[src/rtl/ysyx_22050710_ifu.sv]
// Instruction fetch unit: a four-state FSM that keeps at most one memory request
// outstanding, holds the fetched instruction for decode, and absorbs branch redirects.
module ysyx_22050710_ifu #(
    parameter int PC_WD   = 64,
    parameter int INST_WD = 32
) (
    input  logic               i_clk,
    input  logic               i_rst,
    input  logic [PC_WD-1:0]   i_pc,
    output logic               o_pc_load,
    input  logic               i_flush,
    output logic               o_imem_req_valid,
    input  logic               i_imem_req_ready,
    output logic [PC_WD-1:0]   o_imem_addr,
    input  logic               i_imem_rsp_valid,
    input  logic [INST_WD-1:0] i_imem_rsp_data,
    output logic               o_id_valid,
    input  logic               i_id_ready,
    output logic [PC_WD-1:0]   o_id_pc,
    output logic [INST_WD-1:0] o_id_inst
);

    typedef enum logic [1:0] {
        ST_IDLE = 2'd0,
        ST_REQ  = 2'd1,
        ST_WAIT = 2'd2,
        ST_HOLD = 2'd3
    } state_e;

    state_e             state_q, state_d;
    logic               drop_q, drop_d;
    logic [PC_WD-1:0]   fpc_q, fpc_d;
    logic [INST_WD-1:0] inst_q, inst_d;
    logic               hs_s;

    // State and datapath registers with synchronous reset
    always_ff @(posedge i_clk) begin
        if (i_rst) begin
            state_q <= ST_IDLE;
            drop_q  <= 1'b0;
            fpc_q   <= '0;
            inst_q  <= '0;
        end else begin
            state_q <= state_d;
            drop_q  <= drop_d;
            fpc_q   <= fpc_d;
            inst_q  <= inst_d;
        end
    end

    // Next-state logic and output decode
    always_comb begin
        state_d          = state_q;
        drop_d           = drop_q;
        fpc_d            = fpc_q;
        inst_d           = inst_q;
        o_imem_req_valid = (state_q == ST_REQ) && !i_rst;
        o_imem_addr      = i_pc;
        o_id_valid       = (state_q == ST_HOLD) && !i_rst;
        o_id_pc          = fpc_q;
        o_id_inst        = inst_q;
        hs_s             = o_imem_req_valid && i_imem_req_ready;
        o_pc_load        = !i_rst && (hs_s || i_flush);

        case (state_q)
            ST_IDLE: begin
                state_d = ST_REQ;
            end
            ST_REQ: begin
                if (hs_s) begin
                    // A request accepted alongside a redirect is still in flight; mark it for discard
                    state_d = ST_WAIT;
                    if (i_flush) begin
                        drop_d = 1'b1;
                    end else begin
                        fpc_d = i_pc;
                    end
                end else begin
                    state_d = ST_REQ;
                end
            end
            ST_WAIT: begin
                if (i_imem_rsp_valid) begin
                    drop_d = 1'b0;
                    if (i_flush || drop_q) begin
                        state_d = ST_REQ;
                    end else begin
                        state_d = ST_HOLD;
                        inst_d  = i_imem_rsp_data;
                    end
                end else if (i_flush) begin
                    drop_d = 1'b1;
                end else begin
                    state_d = ST_WAIT;
                end
            end
            ST_HOLD: begin
                if (i_flush || i_id_ready) begin
                    state_d = ST_REQ;
                end else begin
                    state_d = ST_HOLD;
                end
            end
            default: begin
                state_d = ST_IDLE;
                drop_d  = 1'b0;
            end
        endcase
    end

endmodule

[config.mk]
export PLATFORM = sky130hd
export DESIGN_NAME = ysyx_22050710_ifu
export DESIGN_NICKNAME = d
export VERILOG_FILES = /design/src/rtl/ysyx_22050710_ifu.sv
export SDC_FILE = /design/constraint.sdc
export NUM_CORES = 1
export LEC_CHECK = 0
export BUFFER_PORTS_ARGS = -buffer_cell sky130_fd_sc_hd__buf_2
export CORE_MARGIN = 5
export CORE_UTILIZATION = 44
export DETAILED_ROUTE_END_ITERATION = 10
export PLACE_DENSITY = 0.8
export SLEW_MARGIN = 0
export SYNTH_ARGS = -nofsm -noshare
export SYNTH_HDL_FRONTEND = slang
export SYNTH_SLANG_ARGS = --single-unit
[constraint.sdc]
create_clock -name i_clk -period 1.72 [get_ports i_clk]
set_input_delay 0.43 -clock i_clk [delete_from_list [all_inputs] [get_ports i_clk]]
set_output_delay 0.43 -clock i_clk [all_outputs]
set_load 0.02 [all_outputs]
==> results, run 1 <==
- The number of global-route vias before repair is 4042.
- The cell sitting at the root of the clock tree is a sky130_fd_sc_hd__clkbuf_8.
- In the final layout, the share of cells above drive strength 1 is 43.43%.
- Setup repair after global routing could not meet its margin everywhere.
- The average detailed-routed wire length per instance is 14.93 um.
- The synthesized netlist devotes 15.08% of its cell area to compound gates.
- For the worst-skew pair, the clock arrives at the later sink with an insertion delay of 0.37 ns.
- The fraction of the mapped netlist area in adder cells is 0%.
- Clock-pin slew was measured on the worst setup and hold paths at 0.09 ns.
- The class of the worst hold path is input pin to register.
- For this design the total switching power over the nets is 1.261 mW.
- The main combinational cell family by area after synthesis is simple AND/OR/NAND/NOR gates.
- Routability-driven placement finished with a final weighted congestion of 0.8275.
- The floorplan core area is 10230 um2.
- The type of element capturing the critical path is an output pin.
- The category of the most critical setup path is register to output pin.
- The overall power is 4.441 mW.
- The setup-violating endpoint count in the final report is 0.
- The total via count in the routed design is 4126.
- The total power per unit cell area is 785.9 nW/um2.
- The net switching share of the total power is 28.40%.
- The minimum clock period after layout is 1.672 ns.
- The simple logic cell fraction of the synthesized area is 17.58%.
- The initial antenna violation count came to 0.
- The count of TritonRoute iterations in the first routing pass is 4.
- For this run, the top clock speed supported by timing is 597.9 MHz.
- The count of final hold-check violations is 0.
- The standard cell area after detailed placement is 5433 um2.
- Wires add up to 12.48 mm.
- Hold repair after CTS inserted 0 buffers.
- The pin slew with the least headroom to its limit is 0.5970 ns.
- VDD sags by at most 462.7 uV.
- The cell internal power dissipation is 3.179 mW.
- The number of nets produced by synthesis is 620.
- The clock arrives with 0.01437 ns of skew.
- The number of clock buffers added by TritonCTS is 9.
- The floorplan step set the die height to 111.8 um.
- The post-route DRC violation count is 0.
- The total negative slack for setup checks is 0 ns.
- The placement row count is 37.
- The maximum buffer depth of the clock tree is 2.
- For hold timing, the worst endpoint is drop_q$_SDFFE_PP0P_.
- The maximum level of the CTS H-tree is 3.
- Counting cells, the worst reg-to-reg path comes to 6.
- The antenna cell count is 0.
- The post-synthesis cell type count is 23.
- In this run, synthesis produced a sequential element count of 99.
- With fillers left out, the area of the finished cells amounts to 5650 um2.
- The static leakage is 2.527 nW.
- The clock power share is 30.9%.
- The effective utilization at floorplan is 44.53%.
- The per-cell via count in the routed design is 4.935.
- The synthesized area per cell is 8.795 um2.
- The register-to-register setup slack is 0.12 ns.
- The beginning of the worst register-to-register path is state_q[0]$_SDFFE_PP0P_.
- After legalization and detailed placement, the total HPWL measured 9.374 mm.
- The startpoint identified for the worst hold timing path is i_imem_rsp_valid.
- Once detail routing completed, the nets flagged for antenna violations numbered 0.
- In the synthesized netlist, the number of instances is 518.
- The final cycle utilization of the critical path is 97.23%.
- The count of input and output buffers is 264.
- The combined global-route utilization of all metal layers is 18.82%.
- The worst register-to-register path ends at o_id_inst[7]$_SDFFE_PP0P_.
- Headroom to the max-slew limit came out at 60.20%.
- The run finished with clean final reports.
- The first global-routing pass estimated 19.55 mm of wire.
- The post-synthesis cell area is 4556 um2.
- Sequential cells account for 53.1% of the total power.
- The cell depth of the worst min-delay path is 2.
- STA puts the critical path data required time at 1.29 ns.
- The die outline area is 12490 um2.
- The final-report max-slew violation count is 0.
- The tree built by TritonCTS fans out to 99 sinks.
- The finished layout holds 836 standard cells, fillers aside.
- The number of warnings reported in the yosys synthesis log is 0.
- After synthesis, flip-flops and latches occupy 43.50% of the total area.
- Entering global routing, the biggest net connects 85 pins.
- During I/O placement, the number of pins put on the boundary was 265.
- The xor/xnor share of the synthesized area is 0%.
- For this run, the post-layout net count is 797.
- The worst endpoint data arrival time is 1.24 ns.
- After detailed placement, the design holds a cell count of 818.
- The number of DRC violations after detailed-routing iteration 0 is 334.
- The signed area change from the synthesized netlist to the final layout is 24.03%.
- The die width is 111.8 um.
- The portion of synthesized area spent on multiplexers is 7.031%.
- The CTS tree is yes.
- In this run, the combinational gates consume 16.0% of the power.
- The peak fanout along the critical path is 4.
- The startpoint type of the worst setup path is a register.
- Global routing finished with a remaining overflow of 0.
- The number of max-capacitance violations reported is 0.
==> metrics by stage <==
step / hold slack [ns] / utilization, % / setup slack (ns)
floorplan: 0.4460 / - / 0.02364
global placement: 0.4548 / 53.10 / 0.1277
detailed placement: 0.4608 / 53.10 / 0.1229
CTS: 0.2585 / 55.04 / 0.008407
global route: 0.2651 / 55.23 / -0.02404
finish: 0.2896 / 55.23 / 0.04761
==> flip-flops by register name (all words and copies together), names as in the netlist <==
name,flops
o_id_pc,64
drop_q,1
state_q,2
o_id_inst,32
==> synth_stat cells (all sizes together) <==
master   instances  share of area, %
nor2             2              0.16
mux2i           32               7.0
nand2b          64               8.8
and4bb           1              0.27
nand2            2              0.16
nand3           64               7.0
o2111ai          1              0.19
nor2b            4              0.71
a22oi            1              0.16
nand4bb          1              0.25
a221oi           1              0.33
dfxtp           99                44
o21ai           65               7.1
a21oi           66               7.3
clkbuf          19               1.6
inv              3              0.25
buf             92                15
and4             1              0.19
==> layer usage <==
layer,share of wire (%),track usage [%],vias to the layer above
li1,-,-,2053
met1,37,19.83,1863
met2,51,33.45,190
met3,10,6.630,20
met4,2.4,8.759,0
met5,0,0,-
==> layout make-up <==
type / instances / area [um2]
timing repair buffer: 277 / 1464
tap: 136 / 170.2
multi-input combinational: 305 / 1839
sequential: 99 / 1987
clock buffer: 11 / 141.4
inverter: 3 / 11.26
fill: 932 / 4581
clock inverter: 5 / 37.54
==> how the worst max path moves through the flow <==
stage | slack, ns | end | cells past startpoint | start
floorplan | 0.02 | o_id_valid | 4 | i_rst
global placement | 0.13 | drop_q$_SDFFE_PP0P_ | 5 | i_rst
detailed placement | 0.12 | o_id_pc[12]$_SDFFE_PP0P_ | 5 | i_rst
CTS | 0.008 | o_pc_load | 4 | state_q[0]$_SDFFE_PP0P_
global route | -0.02 | o_pc_load | 4 | state_q[0]$_SDFFE_PP0P_
finish | 0.05 | o_pc_load | 4 | state_q[0]$_SDFFE_PP0P_
==> timing repair <==
item	CTS	global route
gates resized for setup	8	1
setup endpoints to repair	2	2
pin swaps	0	2
buffers inserted	0	2
==> worst max-delay path, cell delays in order (launching register included) <==
cell	delay (ns)
sky130_fd_sc_hd__dfxtp_4	0.38
sky130_fd_sc_hd__nor2b_4	0.17
sky130_fd_sc_hd__a21oi_2	0.06
sky130_fd_sc_hd__nor2_1	0.12
sky130_fd_sc_hd__buf_4	0.16
==> kinds of logic after synthesis <==
kind of cell	after synthesis
multiplexers	32
buffers and inverters	114
AO/OA/AOI/OAI	134
AND/OR/NAND/NOR	139
flip-flops	99
==> placed cells by master, fill, tap and decap left out, types with 2 or more instances in the layout <==
| cell type | instances |
|---|---|
| sky130_fd_sc_hd__a21oi_1 | 65 |
| sky130_fd_sc_hd__nand2b_1 | 64 |
| sky130_fd_sc_hd__buf_4 | 13 |
| sky130_fd_sc_hd__nand2_1 | 2 |
| sky130_fd_sc_hd__nor2b_4 | 2 |
| sky130_fd_sc_hd__clkbuf_8 | 10 |
| sky130_fd_sc_hd__nor2_1 | 2 |
| sky130_fd_sc_hd__buf_12 | 3 |
| sky130_fd_sc_hd__dfxtp_1 | 97 |
| sky130_fd_sc_hd__buf_2 | 261 |
| sky130_fd_sc_hd__mux2i_1 | 32 |
| sky130_fd_sc_hd__inv_2 | 2 |
| sky130_fd_sc_hd__nand3_1 | 64 |
| sky130_fd_sc_hd__clkinvlp_4 | 2 |
| sky130_fd_sc_hd__o21ai_1 | 65 |
==> power by group through the flow <==
stage | logic [mW] | clock network (mW) | registers (mW)
after CTS | 0.711 | 1.42 | 2.36
after detailed placement | 0.705 | 0 | 2.41
final | 0.712 | 1.37 | 2.36
after floorplan | 0.463 | 0 | 2.45
after global placement | 0.690 | 0 | 2.41
after global routing | 0.766 | 1.51 | 2.36
Power figures use the tool's default switching activity.
==> inputs of run 2 (changes only) <==
--- a/config.mk
+++ b/config.mk
@@ -5,9 +5,10 @@
 export SDC_FILE = /design/constraint.sdc
 export NUM_CORES = 1
 export LEC_CHECK = 0
+export ABC_AREA = 1
 export BUFFER_PORTS_ARGS = -buffer_cell sky130_fd_sc_hd__buf_2
 export CORE_MARGIN = 5
-export CORE_UTILIZATION = 44
+export CORE_UTILIZATION = 43
 export DETAILED_ROUTE_END_ITERATION = 10
 export PLACE_DENSITY = 0.8
 export SLEW_MARGIN = 0
==> results, run 2 <==
- The final core utilization is 57.12% (+1.9 points).
- The count of TritonRoute iterations in the first routing pass is 5 (+1).
- The peak supply drop is 566.5 uV (+22%).
- The final critical-path setup slack is 0.06837 ns (+0.02076 ns).
- The antenna cell count was 0 (unchanged).
- The final wirelength is 11.04 mm (-12%).
- The count of input and output buffers came to 264 (unchanged).
- Yosys instantiated no cell more often than sky130_fd_sc_hd__nor2_1.
- The overall power is 4.792 mW (+7.9%).
- The peak fanout along the critical path is 4 (unchanged).
- The maximum frequency from static timing analysis is 605.5 MHz (+1.3%).
- The combined global-route utilization of all metal layers is 17.20% (-1.6 points).
- The category of the most critical setup path is register to output pin.
- The initial antenna violation count is 0 (unchanged).
- The required time at the endpoint of the critical path was 1.29 ns (about the same).
- The run finished with clean final reports.
- Of all cell types, the one taking the most synthesized area is sky130_fd_sc_hd__dfxtp_1.
- The count of clock tree sinks is 99 (unchanged).
- The largest net degree at the start of global routing is 100 (+18%).
- The signed area change from the synthesized netlist to the final layout is 29.38%.
- The post-synthesis sequential element count is 99 (unchanged).
- The ratio of cells with drive above 1 in the final layout is 35.84% (-7.6 points).
- The floorplan core area was 9819 um2 (-4.0%).
- The setup-violating endpoint count in the final report was 0 (unchanged).
- The kind of cell with the highest combined delay on the critical path is flip-flops.
- The effective utilization at floorplan is 44.15% (-0.38 points).
- The tightest min-delay check is of the input pin to register type.
- The slowest stage of the critical path is the sky130_fd_sc_hd__dfxtp_1 cell.
- The remaining global-route overflow came to 0 (unchanged).
- The final-report max-slew violation count is 0 (unchanged).
- The top cell types in the final layout, fill and taps aside, are sky130_fd_sc_hd__buf_2, sky130_fd_sc_hd__nor2_1, sky130_fd_sc_hd__nand2_1.
- The count of final hold-check violations was 0 (unchanged).
- The final cycle utilization of the critical path is 96.03% (-1.2 points).
- The global-route wire length before repair came to 17.86 mm (-8.7%).
- The number of cells in the design after placement is 953 (+17%).
- The post-cts hold buffer count is 0 (unchanged).
- For this run, the leading register cell type out of synthesis is sky130_fd_sc_hd__dfxtp_1.
- The worst endpoint data arrival time was 1.22 ns (-0.02 ns).
- STA classifies the critical path startpoint as a register.
- The minimum clock period after layout is 1.652 ns (-0.02076 ns).
- The relative max-transition margin was 70.97% (+11 points).
- The maximum buffer depth of the clock tree is 2 (unchanged).
- The synthesized area per cell is 6.795 um2 (-23%).
- The CTS tree is yes.
- STA classifies the critical path endpoint as an output pin.
- The die width is 110.4 um (-1.2%).
- The number of warnings reported in the yosys synthesis log is 0 (unchanged).
- The number of nets still failing antenna checks after routing came to 0 (unchanged).
- The latest clock arrival within the worst-skew pair is 0.36 ns (about the same).
- The pin slew with the least headroom to its limit came to 0.4354 ns (-0.1616 ns).
- The half-perimeter wire length after detailed placement came to 8.299 mm (-11%).
- The number of synthesized flops with an enable pin is 0 (unchanged).
- The boundary pin count is 265 (unchanged).
- The number of buffers added by the clock tree synthesis step came to 9 (unchanged).
- The async set or reset register ratio after synthesis is 0% (unchanged).
- In this run the clock root is driven by a sky130_fd_sc_hd__clkbuf_8.
- The per-cell via count in the routed design is 4.259 (-14%).
- The post-route non-filler standard cell count was 970 (+16%).
- By area the synthesized netlist is led by sky130_fd_sc_hd__dfxtp_1, sky130_fd_sc_hd__nor2_1, sky130_fd_sc_hd__buf_4, sky130_fd_sc_hd__nand2_1, sky130_fd_sc_hd__inv_1.
- The number of DRC violations after detailed-routing iteration 0 came to 223 (-33%).
- The post-synthesis cell type count came to 14 (-39%).
- Leaving out fill and tap cells, the most frequent cell in the layout is sky130_fd_sc_hd__buf_2.
- The worst clock skew is 0.01018 ns (-0.004183 ns).
- The average detailed-routed wire length per instance is 11.38 um (-24%).
- The post-synthesis cell area was 4335 um2 (-4.8%).
- The fraction of synthesized cell area taken by the top area cell type was 45.71% (+2.2 points).
- The number of nets produced by synthesis is 740 (+19%).
- The post-route DRC violation count is 0 (unchanged).
- The maximum level of the CTS H-tree is 3 (unchanged).
- The final weighted congestion in routability-driven placement was 0.8482 (+2.5%).
- The post-synthesis sequential area ratio is 45.71% (+2.2 points).
- The total power per unit cell area was 854.3 nW/um2 (+8.7%).
- The static leakage is 3.316 nW (+31%).
- The clock-pin slew of the registers on the worst-case setup and hold paths is 0.10 ns (about the same).
- The post-place setup slack is 0.2342 ns (+0.1114 ns).
- The largest stage delay on the critical path was 0.35 ns (-0.03 ns).
- The die outline area is 12190 um2 (-2.4%).
- The flip-flop count of the largest register after layout was 64 (unchanged).
- Traced cell by cell, the critical path runs through inv_2, nand4_1, a21oi_2, buf_4.
- The number of global-route vias before repair is 3733 (-7.6%).
- The worst hold slack after final layout is 0.3001 ns (+0.01056 ns).
- The placement row count is 36 (-2.7%).
- The number of standard cells after synthesis is 638 (+23%).
- The total via count in the routed design is 4131 (+0.12%).
- The die height was 110.4 um (-1.2%).
- The count of buffer and inverter cells on the critical path is 2 (+1).
- After synthesis, the most frequently instantiated cells are sky130_fd_sc_hd__nor2_1, sky130_fd_sc_hd__nand2_1, sky130_fd_sc_hd__dfxtp_1, sky130_fd_sc_hd__inv_1, sky130_fd_sc_hd__buf_4.
- The final-stage net count is 934 (+17%).
- The number of max-capacitance violations reported came to 0 (unchanged).
[run 2: cell types whose count changed after synthesis, sizes merged, moves of 7 or more]
cell,before,now
nand3,64,3
nand2b,64,0
o21ai,65,34
buf,92,82
inv,3,73
nand2,2,132
nor2,2,196
mux2i,32,0
a21oi,66,3
clkbuf,19,12
[run 2: stage by stage]
step | TNS, ns | area [um2]
2_1_floorplan | 0 | 4335
6_report | 0 | 5609
5_1_grt | -0.003295 | 5609
4_1_cts | 0 | 5594
3_3_place_gp | 0 | 5365
3_5_place_dp | 0 | 5365
[run 2: repair_timing]
action                                  4_1_cts  5_1_grt
gates resized for setup                       0        3
endpoints found under the setup margin        0        1
hold endpoints to repair                      0        0
setup buffers                                 0        1
[run 2: area by class of cell]
class	count	area (um2)
clock inverter	7	105.1
tap	133	166.4
fill	979	4210
timing repair buffer	277	1496
sequential	99	1983
multi-input combinational	372	1460
inverter	73	274.0
clock buffer	9	123.9
[run 2: tightest hold or removal path: cells and delay by family]
kind	cells	cell delay (ns)
AND/OR/NAND/NOR	2	0.12
buffers and inverters	1	0.08
[run 2: logic make-up (layout without fill, tap and decap cells)]
group	count (synthesis)	in the layout	share of synthesized area, %
buffers and inverters	167	366	20.69
DFF	99	99	45.71
and+or+nand+nor	335	335	29.32
AOI/OAI and AO/OA	37	37	4.271
[run 2: worst paths after layout]
check / cells after the start / from / end / slack, ns
worst min-delay path: 3 / i_pc[54] / o_id_pc[54]$_SDFFE_PP0P_ / 0.30
worst max register to register: 7 / state_q[1]$_SDFFE_PP0P_ / o_id_inst[24]$_SDFFE_PP0P_ / 0.37
worst max-delay path: 4 / state_q[1]$_SDFFE_PP0P_ / o_pc_load / 0.07
worst min register to register: 2 / drop_q$_SDFFE_PP0P_ / drop_q$_SDFFE_PP0P_ / 0.46
[run 2: metal layers]
layer	part of all wire, %	track usage [%]
met1	41	18.89
met3	9.3	7.659
met2	49	30.18
met4	0.99	4.433
met5	0	0
[run 2: report_power, final]
group | switching, mW | leakage, nW | internal (mW)
Combinational | 0.434 | 2.40 | 0.258
Clock | 0.868 | 0.113 | 0.846
Sequential | 0.0305 | 0.802 | 2.36
Total | 1.33 | 3.32 | 3.46
